[config.mk]
export PLATFORM = sky130hd
export DESIGN_NAME = wb_capture
export DESIGN_NICKNAME = d
export VERILOG_FILES = /design/src/rtl/wbc_pkg.sv /design/src/rtl/wbc_mem.sv /design/src/rtl/wb_capture.sv
export SDC_FILE = /design/constraint.sdc
export NUM_CORES = 1
export LEC_CHECK = 0
export CORE_MARGIN = 2
export CORE_UTILIZATION = 52
export CTS_BUF_LIST = sky130_fd_sc_hd__clkbuf_4 sky130_fd_sc_hd__clkbuf_8 sky130_fd_sc_hd__clkbuf_16
export CTS_CLUSTER_DIAMETER = 80
export DETAILED_ROUTE_END_ITERATION = 16
export PLACE_DENSITY = 0.8
export SKIP_CTS_REPAIR_TIMING = 1
export SLEW_MARGIN = 20
export SYNTH_ARGS = -nofsm -noshare
export SYNTH_HDL_FRONTEND = slang
export SYNTH_HIERARCHICAL = 1
export SYNTH_SLANG_ARGS = --single-unit
[constraint.sdc]
create_clock -name clk -period 2.8 [get_ports clk]
set_input_delay 0.56 -clock clk [delete_from_list [all_inputs] [get_ports clk]]
set_output_delay 0.56 -clock clk [all_outputs]
set_load 0.03 [all_outputs]
[src/rtl/wbc_pkg.sv]
// rtl/wbc_pkg.sv - shared defaults, pointer width and entry type for wb_capture
// The entry layout depends on WBC_TIMESTAMP_EN.
package wbc_pkg;

    localparam int WBC_DW    = 16;
    localparam int WBC_DEPTH = 8;
    localparam int WBC_CW    = 8;
    localparam int WBC_TSW   = 16;
    localparam int PTRW      = $clog2(WBC_DEPTH);

    typedef struct packed {
`ifdef WBC_TIMESTAMP_EN
        logic [WBC_TSW-1:0] ts;
`endif
        logic [WBC_DW-1:0]  data;
    } wbc_entry_t;

endpackage

[src/rtl/wbc_mem.sv]
// rtl/wbc_mem.sv - DEPTH x W register array, synchronous write, asynchronous read
// There is no reset, so the array maps onto plain flops or distributed RAM.
module wbc_mem #(
    parameter int W     = 16,
    parameter int DEPTH = 8
) (
    input  logic                     clk,
    input  logic                     we,
    input  logic [$clog2(DEPTH)-1:0] waddr,
    input  logic [W-1:0]             wdata,
    input  logic [$clog2(DEPTH)-1:0] raddr,
    output logic [W-1:0]             rdata
);

    logic [W-1:0] mem [DEPTH];

    always_ff @(posedge clk) begin
        if (we) begin
            mem[waddr] <= wdata;
        end
    end

    assign rdata = mem[raddr];

endmodule

[src/rtl/wb_capture.sv]
// rtl/wb_capture.sv - write-back capture FIFO with drop counting, FWFT drain port
// Optional head-entry timestamps when WBC_TIMESTAMP_EN is defined.
module wb_capture
    import wbc_pkg::*;
#(
    parameter int DW    = WBC_DW,
    parameter int DEPTH = WBC_DEPTH,
    parameter int CW    = WBC_CW,
    parameter int TSW   = WBC_TSW
) (
    input  logic                   clk,
    input  logic                   rst,
    input  logic                   in_we,
    input  logic [DW-1:0]          in_wd,
    output logic                   out_valid,
    output logic [DW-1:0]          out_data,
    input  logic                   out_ready,
    output logic [$clog2(DEPTH):0] count,
    output logic                   ovf,
`ifdef WBC_TIMESTAMP_EN
    output logic [TSW-1:0]         out_ts,
`endif
    output logic [CW-1:0]          drop_cnt
);

    localparam int PW = $clog2(DEPTH);
`ifdef WBC_TIMESTAMP_EN
    localparam int EW = DW + TSW;
`else
    localparam int EW = DW;
`endif

    logic [PW-1:0] rptr, wptr;
    logic [EW-1:0] wentry, rentry;
    logic          full, push, pop, drop;

    assign out_valid = (count != '0);
    assign full      = (count == (PW+1)'(DEPTH));
    assign pop       = out_valid & out_ready;
    // A pop in the same cycle frees the slot, so a full FIFO still accepts.
    assign push      = in_we & (~full | pop);
    assign drop      = in_we & full & ~pop;

`ifdef WBC_TIMESTAMP_EN
    logic [TSW-1:0] ts;

    always_ff @(posedge clk) begin
        if (rst) begin
            ts <= '0;
        end else begin
            ts <= ts + 1'b1;
        end
    end

    assign wentry = {ts, in_wd};
    assign out_ts = rentry[EW-1:DW];
`else
    assign wentry = in_wd;
`endif

    assign out_data = rentry[DW-1:0];

    always_ff @(posedge clk) begin
        if (rst) begin
            rptr     <= '0;
            wptr     <= '0;
            count    <= '0;
            ovf      <= 1'b0;
            drop_cnt <= '0;
        end else begin
            if (push) begin
                wptr <= wptr + 1'b1;
            end
            if (pop) begin
                rptr <= rptr + 1'b1;
            end
            if (push && !pop) begin
                count <= count + 1'b1;
            end else if (pop && !push) begin
                count <= count - 1'b1;
            end
            if (drop) begin
                ovf <= 1'b1;
                if (drop_cnt != '1) begin
                    drop_cnt <= drop_cnt + 1'b1;
                end
            end
        end
    end

    wbc_mem #(
        .W     (EW),
        .DEPTH (DEPTH)
    ) u_mem (
        .clk   (clk),
        .we    (push & ~rst),
        .waddr (wptr),
        .wdata (wentry),
        .raddr (rptr),
        .rdata (rentry)
    );

endmodule

==> results by group <==
Route
  – Total Wirelength: 11,200 um
  – Drt via density: between 5 and 6
  – Routed via count: 3,131
  – TritonRoute pass-1 iters: 4
  – DRC: 0
  – Routed Antenna Nets: 0
  – WL/cell: just over 20 um
  – Starting DRC count in detailed routing: ~190

Critical path
  – CP endpoint kind: output port
  – Setup CP Type: register to output port
  – End of the worst register-to-register path: count[3]
  – Startpoint type of the worst setup path: register
  – Critical path's largest stage delay: about 0.60 ns
  – Reg2Reg Setup Slack: 0.20 ns
  – Worst-path maximum fanout: 8
  – Slowest CP cell: clkdlybuf4s50_1
  – WP data required: about 2.2 ns
  – CP Cell Sequence: or3_4 -> or2_2 -> clkdlybuf4s50_1
  – Worst reg-to-reg path cell count: 10
  – Worst setup path start: count[1]
  – Crit path DAT: 2.12 ns
  – R2R Path Start: count[1]

Floorplan
  – Die height: roughly 110 um
  – Die width: 111 um
  – Row cnt: 39
  – Initial core utilization: between 50% and 60%
  – Core ar.: about 11,000 um2
  – Die area: approximately 12,000 um2
  – IO Pins: 50

Worst hold path
  – Hold depth: 2
  – Endpoint of the worst hold path: ovf
  – Hold Path Class: register to register
  – HP Start: ovf

GRT
  – Initial antenna violation count: 0
  – First-pass GRT wire length: approximately 18,000 um
  – GRT Util Overall: 19.4%
  – Grt ovf: 0
  – Vias in the first global route: approximately 3,200
  – Pin count of the biggest net entering global routing: 22

Timing
  – Tightest Pin Transition: 0.512 ns
  – Period minus WS final: about 2.7 ns
  – Max Clock Freq: 0.374 GHz
  – Final Max Slew Viols: 0
  – Hold Fails Final Rpt: 0
  – Final setup violation count: 0
  – RSZ-0062 raised after global routing: no
  – Worst Skew: 0.0104 ns
  – Period utilization: a little over nine tenths
  – Final setup margin: approximately 0.12 ns
  – Rel. slew slack: between 60 and 70%

Status
  – Outcome: finished clean

Final layout
  – Share of layout cells above drive strength 1: between 20% and 30%
  – Design area: around 7400 um2
  – Final layout net count: ~420
  – # diodes: 0
  – Area growth syn-to-layout: 24.0%
  – Post-Layout Cell Count: around 550

Synthesis
  – Syn nets: around 330
  – Register area share after synthesis: between 70% and 80%
  – Synth top area cells: edfxtp_1 65%, mux4_1 12%, dfxtp_1 6.4%
  – EDFF count, synth: about 130
  – Post-synthesis sequential element count: ~150
  – Commonest cells in the netlist: 128 x edfxtp_1, 28 x mux4_1, 22 x nor2_1
  – Post-synth top area share: 64.6%
  – Average cell area after synthesis: between 15 and 20 um2
  – Mapped Cells: roughly 310
  – Warnings, synthesis: 6
  – Post-synthesis cell area: 5950 um2
  – Post-synth ARST share: 0%
  – Synth cell types: 40
  – Ys flop type: edfxtp_1
  – Most numerous cell in the Yosys netlist: edfxtp_1
  – Area leader, netlist: edfxtp_1

Placement
  – Placed insts: between 500 and 600
  – Pre-CTS WS: -0.145 ns
  – Port bufs: 49
  – Placed cell area: approximately 6800 um2
  – DPL Wire Length: 6880 um
  – Gpl congestion: approximately 0.75

Clocking
  – Worst skew pair latency: ~0.4 ns
  – Worst-path clk slew: roughly 0.060 ns
  – Num CTS Buffers: 17
  – CTS H-tree lvls: 4
  – Clock Tree Buf Depth: 2
  – CTS tree: yes
  – Clock Sinks: 147
  – Root Driver: clkbuf_16

Power and ir drop
  – Clock power share: 33.6%
  – Comb power frac: about a quarter
  – Leak Pwr: 2.62 nW
  – Share of power burned in registers: 40.8%
  – Int Power: 4.50 mW
  – PD cells: approximately 840 nW/um2
  – Peak supply drop: around 0.46 mV
  – Switching share of power: 27.3%
  – Psw: around 1.7 mW

Run
  – Max-cap viol count: 0
-- final cells by class --
type                       count  area [um2]
clock inverter                13         110
tap                          143         179
inverter                       5        18.8
fill                         737        3890
sequential                   147        4230
timing repair buffer          79         776
multi-input combinational    140        1630
clock buffer                  19         440
-- power by group through the flow --
stage	logic (mW)	clock network (mW)	registers [mW]
CTS	1.61	2.11	2.53
global placement	1.55	0	2.57
global route	1.69	2.20	2.54
detailed placement	1.59	0	2.57
finish	1.58	2.08	2.53
floorplan	1.04	0	2.61
-- placed cells by master, fill, tap and decap left out, drive strengths merged --
master | netlist | routed
a211oi | 2 | 2
a21oi | 7 | 7
a31oi | 1 | 1
buf | 10 | 31
bufinv | 0 | 1
clkbuf | 4 | 19
clkdlybuf4s50 | 0 | 33
clkinv | 0 | 6
clkinvlp | 0 | 4
dfxtp | 19 | 19
dlymetal6s2s | 0 | 15
edfxtp | 128 | 128
fa | 1 | 1
ha | 6 | 6
inv | 5 | 7
mux2 | 18 | 18
mux2i | 3 | 3
mux4 | 32 | 32
nand2 | 4 | 4
nand2b | 4 | 4
nand3 | 6 | 6
nand3b | 1 | 1
nand4 | 1 | 1
nor2 | 22 | 22
nor2b | 3 | 3
nor3 | 2 | 2
nor4 | 3 | 3
o211a | 1 | 1
o211ai | 2 | 2
o21ai | 4 | 4
o311ai | 1 | 1
o31ai | 2 | 2
o41ai | 1 | 1
or2 | 2 | 2
or3 | 2 | 2
or3b | 1 | 1
or4 | 2 | 2
xnor2 | 1 | 1
xor2 | 5 | 5
-- cell families after synthesis --
group | count (synthesis) | share of synthesized area [%]
simple gates | 53 | 4.56
fa+ha+maj | 7 | 1.60
flops | 147 | 71.0
buf+inv | 19 | 1.98
compound gates | 21 | 2.25
mux | 53 | 17.8
xor+xnor | 6 | 0.883
-- flip-flops by register name (all words and copies together) (netlist names) --
name and count:
count 4, drop_cnt 8, ovf 1, rptr 3, u_mem/mem 128, wptr 3
-- worst max-delay path by stage --
stage	to	slack (ns)	depth (start not counted)
4_1_cts	out_data[13]	-0.23	4
3_3_place_gp	count[3]	0.03	11
5_1_grt	count[3]	0.01	10
6_report	out_valid	0.12	3
3_5_place_dp	count[3]	-0.15	11
2_1_floorplan	count[3]	0.002	10
-- layer usage --
metal | up-vias | routed length, um | GRT usage, %
met1 | 1605 | 4880 | 25.6
met3 | 17 | 504 | 5.03
li1 | 1425 | - | -
met2 | 84 | 5580 | 31.2
met4 | 0 | 191 | 8.08
met5 | - | 0 | 0
-- metrics by stage --
step	power (mW)	hold slack (ns)	utilization [%]	TNS (ns)
final	6.20	0.445	65.5	0
after global routing	6.43	0.478	65.5	0
after CTS	6.25	0.449	65.1	-2.86
after detailed placement	4.17	0.441	60.2	-0.145
after global placement	4.12	0.433	60.2	0
after floorplan	3.65	0.490	-	0
-- worst max-delay path: cells and delay by family (launching register included) --
family / cells / cell delay (ns)
buffers and inverters: 1 / 0.60
AND/OR/NAND/NOR: 2 / 0.73
flip-flops: 1 / 0.37
Note: power is estimated with default switching activity, not from simulation.
==> variant: new RTL, config.mk and constraints unchanged <==
The package constant `WBC_DW` goes from 16 to 32.
--- a/src/rtl/wbc_pkg.sv
+++ b/src/rtl/wbc_pkg.sv
@@ -2,7 +2,7 @@
 // The entry layout depends on WBC_TIMESTAMP_EN.
 package wbc_pkg;
 
-    localparam int WBC_DW    = 16;
+    localparam int WBC_DW    = 32;
     localparam int WBC_DEPTH = 8;
     localparam int WBC_CW    = 8;
     localparam int WBC_TSW   = 16;
Ports: changed (resized in_wd and out_data); port bits go from 50 to 82. No check against the original RTL was run, so the function may have changed too.
==> variant against the original RTL <==
- via count is 70% higher
- sequential cell count rose by 128
- largest power group unchanged
- clock power is 93% higher
- final cell count grew 68%
- power increased by 92%
- worst setup slack got worse by 120 ps
- routed wire length rose by 94%
- critical path depth rose by 3
- synthesized area rose by 82%
- cell area up 82%
==> variant: results <==
group,metric,value,unit
final_layout,layout_top_registers,"u_mem/mem: 256 flops, drop_cnt: 8 flops, count: 4 flops",
placement,io_buffers,81,
final_layout,clock_cell_area_share,7.50,%
synthesis,synth-edff-count,256,
synthesis,synthTopCellsByArea,"sky130_fd_sc_hd__edfxtp_1 (71%), sky130_fd_sc_hd__mux4_1 (9.7%), sky130_fd_sc_hd__mux4_2 (5.0%)",
clock_tree,cts.htree.levels,1,
final_layout,num-fill-cells,1294,
setup_path,worst-endpoint-arrival,2240,ps
outcome,status,"finished, final reports clean",
final_layout,layout.comb_gates.multi_input,188,
final_layout,nonClockBufferCount,130,
global_route,grt_first_pass_wirelength,31600,um
global_route,gr-usage-met3,3.01,%
placement,placed_area,0.0123,mm^2
clock_tree,cts.sinks,275,
drt,detailroute.wirelength.met2,11100,um
setup_path,worst_setup_path_startpoint,"rptr[0]",
placement,place_congestion,0.782,
timing,finClkSkew,14.2,ps
synthesis,synth_sequential_area_ratio,74.7,%
clock_tree,cts_buffers,27,
setup_path,timing.critical_path.max_delay_family,"multiplexers",
pwr,power.static_leakage,4.42,nW
setup_path,slowest_stage,"sky130_fd_sc_hd__mux4_2",
global_route,gr-usage-met1,25.8,%
final_layout,ff_latch_area,0.00807,mm^2
global_route,globalRouteTotalUtil,18.8,%
setup_path,worst_path_max_fanout,7,
drt,routed-wl-met3,1310,um
drt,first_pass_iters,5,
final_layout,net_count_reported_at_finish,670,
timing,worst_pin_slew,587,ps
final_layout,area.growth.synth_to_final,24.1,%
setup_path,r2r_depth,9,
variant: changes by cell type after synthesis, sizes merged:
cell | before | now
edfxtp | 128 | 256
buf | 10 | 19
mux4 | 32 | 64
mux2 | 18 | 34
variant: per-stage QoR:
step | power, W | hold WS (ps) | worst slack [ps] | cells
floorplan | 0.00666 | 477 | -259 | 491
global placement | 0.00748 | 438 | 2.76 | 854
detailed placement | 0.00754 | 451 | -101 | 854
CTS | 0.0116 | 469 | -460 | 904
global route | 0.0123 | 493 | -68.3 | 918
finish | 0.0119 | 465 | 1.26 | 918
variant: kinds of logic (layout without fill, tap and decap cells):
logic type	count (synthesis)	after routing	synth area share, %
flip-flops	275	275	74.7
adder cells (fa/ha/maj)	7	7	0.880
AND/OR/NAND/NOR	53	53	2.51
buffers and inverters	28	185	1.67
XOR/XNOR	6	6	0.486
AO/OA/AOI/OAI	21	21	1.24
multiplexers	101	101	18.6
